==> src/rtl/decoder_n_scan.sv <==
// decoder_n_scan: registered N-to-2^N one-hot decoder with a prescaled up/down scan sequencer,
// load path, output polarity select and wrap strobe.
module decoder_n_scan #(
   parameter int N          = 3,
   parameter int STEP_DIV   = 1,
   parameter bit ACTIVE_LOW = 1'b0
) (
   input  logic              clk,
   input  logic              reset,
   input  logic              Enable,
   input  logic [1:0]        Mode,
   input  logic [N-1:0]      A,
   input  logic              Load,
   output logic [(1<<N)-1:0] D,
   output logic [N-1:0]      Idx,
   output logic              Active,
   output logic              Wrap
);
   localparam int W = 1 << N;
   localparam int PW = STEP_DIV > 1 ? $clog2(STEP_DIV) : 1;
   localparam logic [PW-1:0] PRE_LAST = PW'(STEP_DIV - 1);
   localparam logic [W-1:0] OFF = {W{ACTIVE_LOW}};
   logic [N-1:0]  idx_q, idx_d;
   logic [PW-1:0] pre_q, pre_d;
   logic [W-1:0]  d_q, d_d;
   logic [1:0]    mode_q;
   logic          en_q, act_q, wrap_q, wrap_d, fresh;
   // A fresh cycle (just enabled or mode changed) restarts the prescaler without stepping.
   always_comb begin
      fresh = !en_q || (Mode != mode_q);
      idx_d = idx_q;
      pre_d = '0;
      wrap_d = 1'b0;
      if (Enable) begin
         if (Mode == 2'b00 || Load) idx_d = A;
         else if (!fresh) begin
            if (Mode == 2'b11) pre_d = pre_q;
            else if (pre_q != PRE_LAST) pre_d = pre_q + 1'b1;
            else begin
               idx_d = Mode[0] ? idx_q + 1'b1 : idx_q - 1'b1;
               wrap_d = Mode[0] ? &idx_q : ~|idx_q;
            end
         end
      end
      d_d = Enable ? OFF ^ (W'(1) << idx_d) : OFF;
   end
   always_ff @(posedge clk) begin
      if (reset) begin
         idx_q <= '0;
         pre_q <= '0;
         d_q <= OFF;
         mode_q <= 2'b00;
         en_q <= 1'b0;
         act_q <= 1'b0;
         wrap_q <= 1'b0;
      end else begin
         idx_q <= idx_d;
         pre_q <= pre_d;
         d_q <= d_d;
         mode_q <= Mode;
         en_q <= Enable;
         act_q <= Enable;
         wrap_q <= wrap_d;
      end
   end
   assign D = d_q;
   assign Idx = idx_q;
   assign Active = act_q;
   assign Wrap = wrap_q;
endmodule

==> config.mk <==
export PLATFORM = sky130hd
export DESIGN_NAME = decoder_n_scan
export DESIGN_NICKNAME = d
export VERILOG_FILES = /design/src/rtl/decoder_n_scan.sv
export SDC_FILE = /design/constraint.sdc
export NUM_CORES = 1
export LEC_CHECK = 0
export CORE_AREA = 2 2 39 41
export CTS_BUF_LIST = sky130_fd_sc_hd__clkbuf_16
export DETAILED_ROUTE_END_ITERATION = 10
export DIE_AREA = 0 0 41 43
export DONT_BUFFER_PORTS = 1
export PLACE_DENSITY = 0.7
export RECOVER_POWER = 50
export SYNTH_ARGS = -nofsm -noshare
export SYNTH_HDL_FRONTEND = slang
export SYNTH_SLANG_ARGS = --single-unit
==> constraint.sdc <==
create_clock -name clk -period 1.8 [get_ports clk]
set_clock_uncertainty 0.1 [all_clocks]
set_input_delay 0.18 -clock clk [delete_from_list [all_inputs] [get_ports clk]]
set_output_delay 0.18 -clock clk [all_outputs]
set_load 0.05 [all_outputs]
==> results_dict.tcl <==
set metrics [dict create \
    antenna_found_initial 0 \
    port_buffers 0 \
    slew_violations 0 \
    rows 14 \
    combinational_family_with_the_most_area_after_synthesis "simple AND/OR/NAND/NOR gates" \
    crit_buf_inv 1 \
    hp-class "in -> reg" \
    dp_hpwl_um 961 \
    area_of_the_die_um2 1760 \
    tritoncts_clock_tree "built" \
    min_from "Enable" \
    timing.final.ws_setup_ns -0.134 \
    max-slew-margin-rel 0.475 \
    cts-buffers-inserted 3 \
    grt_first_pass_wirelength_mm 2.23 \
    post-route-period-util 1.07 \
    grtUsageTotal 0.203 \
    final_antenna_net_count 0 \
    clk_path_buf_depth 2 \
    cell_family_with_most_cp_delay "compound AO/OA/AOI/OAI gates" \
    static-leakage-power_nw 0.331 \
    hold_path_end "Active" \
    yosys-mux-area-fraction 0 \
    r2r_end "D[5]" \
    maxCapViolations 0 \
    max_stage_delay_ns 0.35 \
    synth_xor_xnor_area_share 0.0283 \
    routed_wire_length_per_instance_um 16.1 \
    timing_worst_setup_path_type "reg -> reg" \
    final_area_um2 827 \
    synth-edff-count 0 \
    power.density_nw_per_um2 1150 \
    mappedNetlistNets 72 \
    finalCoreUtilization 0.598 \
    yosys.area_share.adder 0.0323 \
    worst_ir_drop_vdd_v 0.000770 \
    ys_ff_latch 15 \
    postSynth.asyncResetShare 0 \
    syn_area_per_cell_um2 9.99 \
    post_synth_instance_area_um2 619 \
    drt-initial-drc-count 11 \
    detail_route.wirelength_mm 1.46 \
    final_layout_size_suffix_gt1_frac 0.253 \
    worst_slew_pin_slew_ns 0.787 \
    final_estimated_routing_congestion_in_global_placement 0.837 \
    final_period_minus_worst_setup_slack_ns 1.93 \
    worst-endpoint-required_ns 1.86 \
    r2r_slack_ns -0.13 \
    floorplan.die.height_um 43 \
    critical_path.startpoint_type "flip-flop" \
    cp_slowest_cell "sky130_fd_sc_hd__fa_2" \
    htree_levels 1 \
    path_cells "inv_2 -> fa_2 -> nor4bb_4 -> a32oi_2 -> xor2_1 -> a211o_1 -> nor3_1" \
    finalHoldViolCount 0 \
    origin_of_the_critical_flop_to_flop_path "Idx[0]" \
    insertedDiodeCount 0 \
    design.portCount 22 \
    cts_root_buffer "sky130_fd_sc_hd__clkbuf_16" \
    clock_latency_ns 0.25 \
    worstPathMaxFanout 5 \
    number_of_warnings_issued_by_yosys 0 \
    netlist_instances 62 \
    pre_repair_dr_iteration_count 4 \
    dr_total_vias 525 \
    cp.arrival_ns 1.99 \
    die_w_um 41 \
    drcViolationCount 0 \
    area_fraction_in_compound_gates_after_synthesis 0.180 \
    timing.hold.worst_path_depth 2 \
    cts_post_setup_buffers_inserted 0 \
    r2r.worst_path.cells 7 \
    start_util 0.448 \
    coreArea_um2 1380 \
    fin_tns_setup_ns -0.511 \
    dpl_cell_area_um2 696 \
    violated_checks "setup timing" \
    area_delta_synth_final_pct 33.5 \
    outcome "complete, but fails checks" \
    endpoint_kind "flip-flop" \
    grt_max_degree 10 \
    grt_pass1_vias 474 \
    nets 86 \
    ys_types 30 \
    achievable-frequency_mhz 517 \
    setup_viol_count_final 9 \
    globalRouteOverflowTotal 0 \
    count_of_clock_tree_sinks 15 \
    unrepaired_setup_endpoints_after_global_routing "yes" \
    yosysSeqAreaShare 0.485 \
    dominantRegCellSynth "sky130_fd_sc_hd__dfxtp_1" \
    clk_pin_slew_worst_paths_ns 0.05 \
    detailedPlace.worstSlack_ns -0.0111 \
    synth_simple_gate_area_share 0.244 \
    avgViaCountPerCell 5.77 \
]
## metrics by stage
| stage | instances | power [mW] | hold WS, ns |
|---|---|---|---|
| CTS | 91 | 0.948 | 0.00294 |
| floorplan | 62 | 0.467 | 0.143 |
| finish | 91 | 0.948 | 0.00810 |
| detailed placement | 84 | 0.498 | 0.146 |
| global route | 91 | 0.973 | 0.0281 |
| global placement | 84 | 0.497 | 0.145 |
## worst max path at each step
stage | start | endpoint | slack (ns) | cells past startpoint
floorplan | Idx[0] | D[5] | -0.04 | 7
global placement | Idx[0] | Idx[2] | 0.04 | 7
detailed placement | Idx[0] | Idx[2] | -0.01 | 7
CTS | Idx[0] | D[5] | -0.07 | 7
global route | Idx[0] | D[5] | -0.18 | 7
finish | Idx[0] | D[5] | -0.13 | 7
## Yosys cell counts, drive strengths merged (2+ instances only)
library cell | number | area share
dfxtp | 15 | 0.48
nand2 | 2 | 0.012
inv | 5 | 0.030
nor2b | 2 | 0.020
nor3 | 8 | 0.065
nor4bb | 2 | 0.057
nor2 | 6 | 0.036
## layout by cell type, fill, tap and decap left out, types with 2 or more instances in the layout
cell type	instances
sky130_fd_sc_hd__buf_4	4
sky130_fd_sc_hd__clkbuf_1	2
sky130_fd_sc_hd__clkbuf_16	3
sky130_fd_sc_hd__dfxtp_1	12
sky130_fd_sc_hd__dfxtp_4	2
sky130_fd_sc_hd__dlygate4sd3_1	3
sky130_fd_sc_hd__inv_1	4
sky130_fd_sc_hd__nand2_1	2
sky130_fd_sc_hd__nor2_1	6
sky130_fd_sc_hd__nor2b_1	2
sky130_fd_sc_hd__nor3_1	8
sky130_fd_sc_hd__nor4bb_4	2
## layout make-up
cell class / instances / area (µm²)
well taps: 16 / 20.0
inverters: 5 / 18.8
fillers: 116 / 557
flip-flops and latches: 15 / 309
clock inverters: 1 / 5.00
clock buffers: 3 / 75.1
repair buffers: 9 / 67.6
multi-input cells: 42 / 332
## per-layer routing
metal / part of all wire / up-vias / GRT usage
li1: - / 258 / -
met1: 0.38 / 232 / 0.234
met2: 0.50 / 32 / 0.297
met3: 0.10 / 3 / 0.0890
met4: 0.018 / 0 / 0.120
met5: 0 / - / 0
## registers in the layout, indices dropped and copies added (netlist names)
register,flops
mode_q,2
Idx,3
Wrap,1
Active,1
D,8
## kinds of logic (layout without fill, tap and decap cells)
logic type	after synthesis	count (layout)
xor+xnor	2	2
simple gates	25	25
buf+inv	5	18
compound gates	14	14
flops	15	15
fa+ha+maj	1	1
## where the power goes
group / internal, mW / total [mW] / leakage (nW) / switching, mW
Combinational: 0.0532 / 0.130 / 0.166 / 0.0763
Sequential: 0.347 / 0.377 / 0.124 / 0.0298
Clock: 0.297 / 0.442 / 0.0409 / 0.144
## what timing repair did
item                                    in CTS  in global routing
hold buffers                                 3                  0
gates resized for setup                      4                  1
pin swaps                                    3                  1
endpoints found under the setup margin       9                 10
endpoints found under the hold margin        5                  0
No activity file was read; power rests on OpenSTA's default activity.
==> RTL change (same flow settings) <==
Change the parameter `ACTIVE_LOW` from 1'b0 to 1'b1.
--- a/src/rtl/decoder_n_scan.sv
+++ b/src/rtl/decoder_n_scan.sv
@@ -4,5 +4,5 @@
    parameter int N          = 3,
    parameter int STEP_DIV   = 1,
-   parameter bit ACTIVE_LOW = 1'b0
+   parameter bit ACTIVE_LOW = 1'b1
 ) (
    input  logic              clk,
Behaviour: not the same (Yosys sat finds a counterexample within 4 cycles, from zero or initial values and one cycle with reset high).
==> RTL change against the original RTL <==
Power down 1.9%. Cell count down 1.1%. Largest cell class unchanged. Clock power down 3%. First-iteration DRC count down 27%. Hold slack better by 5.3 ps. Setup slack better by 190 ps. Via count down 2.7%. Cell area up 3.0%. Sequential cell count unchanged. Largest power group unchanged. Wire length down 4.7%. Synthesized area up 10%.
==> RTL change: results (changes against the original RTL) <==
Synth:
- The total number of yosys warnings was 0 (unchanged).
- The main flop type after synthesis is dfxtp_1 (unchanged).
- The share of synthesized area spent on multiplexers is 0% (unchanged).
- Cell types occupying the most area after synthesis: dfxtp_1 (44%), nand3b_1 (4.4%), o221ai_2 (4.4%) (was dfxtp_1 (48%), nor3_1 (6.5%), nor4bb_4 (4.0%)).
- The synthesized netlist cell count is 63 (was 62).
- The synthesized netlist net count is 73 (was 72).
- The fraction of the yosys area taken by sequential cells came to 44.0% (was 48.5%).
- Leading post-synthesis cells by instance count: dfxtp_1 (15), inv_1 (5), nand3_1 (4), nand3b_1 (4), nor2_1 (4) (was dfxtp_1 (15), nor3_1 (8), nor2_1 (6)).
- The share of synthesized flip-flops with an asynchronous set or reset is 0% (unchanged).
- The share of the synthesized area in compound gates (AO/OA/AOI/OAI) is 17.4% (was 18.0%).
- The post-synthesis xor/xnor area fraction is 3.30% (was 2.83%).
- The unique cell type count in the Yosys netlist is 30 (unchanged).
- The area share of fa/ha/maj cells after synthesis is 2.94% (was 3.23%).

GRT:
- The initial antenna violation count came to 0 (unchanged).
- The total global routing overflow is 0 (unchanged).
- The maximum number of pins on one net before global-route repair is 11 (was 10).
- The via count of the first global-routing pass is 528 (was 474).
- The overall global routing resource usage is 20.3% (about the same).
- The first-pass GRT wire length is 2390 um (was 2230 um).

STA:
- The share of the clock period used by the worst path is 96.9% (was 107%).
- The slew at the pin closest to its max-slew limit is 598 ps (was 787 ps).
- The final number of hold-violating endpoints is 0 (unchanged).
- The hold slack came to 13.4 ps (was 8.10 ps).

Clock tree:
- The number of buffers created by CTS is 3 (unchanged).
- The clock root buffer master is clkbuf_16 (unchanged).
- At the later pin of the worst-skew pair, clock insertion delay measures 240 ps.
- The CTS clock-pin slew for the worst setup and hold paths came to 50 ps (about the same).
- The number of H-tree levels was 1 (unchanged).
- The clock tree buffer depth is 2 (unchanged).

Placement:
- The post-placement cell count came to 83 (was 84).
- The half-perimeter wire length after detailed placement came to 1020 um (was 961 um).
- The routability-driven placement congestion ratio is 0.814 (was 0.837).
- The count of buffers from port buffering came to 0 (unchanged).

Detailed routing:
- The average wire per cell in the routed design came to 15.5 um (was 16.1 um).
- The violation count after the first detailed-route iteration is 8 (was 11).
- The total via count after detailed routing was 511 (was 525).
- The detailed-route vias per instance is 5.68 (was 5.77).
- The number of detailed-route iterations in the first pass is 5 (was 4).

Status:
- Run status: finished clean (was complete, but fails checks).

Setup path:
- The highest net fanout along the worst path came to 4 (was 5).

Pwr:
- The internal power of the cells is 0.696 mW (was 0.698 mW).
- Combinational cells account for 13.8% of the total power.
- The worst-case vdd ir drop is 0.581 mV (was 0.770 mV).
- The leakage power summed over all cells is 0.329 nW (was 0.331 nW).

Layout:
- The number of antenna cells inserted is 0 (unchanged).
- The flip-flop count of the largest register, all copies and words added is 8 (unchanged).
- The share of cells above drive strength 1 was 31.1% (was 25.3%).
- The post-layout net count came to 85 (was 86).
- The layout filler cell count is 120 (was 116).

Hold path:
- The worst min-delay path category is in -> reg (unchanged).

Job:
- The max-capacitance violation count is 0 (unchanged).
[RTL change: worst paths after layout]
check / start / end / depth (start not counted)
setup / recovery: Idx[0] / D[1] / 7
hold / removal: Mode[0] / Wrap / 2
setup reg to reg: Idx[0] / D[1] / 7
hold reg to reg: Idx[2] / Wrap / 2
[RTL change: logic make-up after synthesis]
| group | Yosys count |
|---|---|
| and+or+nand+nor | 29 |
| DFF | 15 |
| AOI/OAI and AO/OA | 12 |
| buffers and inverters | 5 |
| xor gates and xnor gates | 1 |
| adders and majority gates | 1 |
[RTL change: power by group through the flow]
stage               combinational [mW]  clock [mW]  sequential, mW
global placement                 0.118           0           0.381
CTS                              0.127       0.432           0.374
detailed placement               0.119           0           0.381
finish                           0.129       0.428           0.374
floorplan                       0.0703           0           0.405
global route                     0.140       0.447           0.376
[RTL change: cell type report]
class                           count  share of cell area [%]
Clock buffer                        3                    8.81
Clock inverter                      1                   0.587
Inverter                            5                    2.20
Multi-Input combinational cell     43                    43.2
Sequential cell                    15                    36.3
Tap cell                           16                    2.35
Timing Repair Buffer                7                    6.61
[RTL change: timing repair]
item | 4_1_cts | 5_1_grt
endpoints found under the setup margin | 0 | 3
buffers inserted | 0 | 0
hold buffers | 3 | 0
resized for setup | 0 | 1
hold endpoints to repair | 4 | 0
[RTL change: critical path: stages (launching register included)]
cell,delay (ps)
dfxtp_4,340
inv_2,30
fa_1,390
xnor3_1,240
o211ai_2,90
o221ai_2,110
and2_4,210
nand3_1,80
[RTL change: stage by stage]
stage	TNS, ps	power [mW]	area [um^2]
5_1_grt	-0.861	0.963	852
4_1_cts	0	0.934	851
3_3_place_gp	0	0.498	741
2_1_floorplan	0	0.475	691
6_report	0	0.930	852
3_5_place_dp	0	0.501	741
[RTL change: routing by layer]
metal,vias up,track usage (%),part of all wire (%)
li1,253,-,-
met1,237,25.9,42
met2,17,30.0,50
met3,4,5.24,5.1
met4,0,10.7,2.0
met5,-,0,0
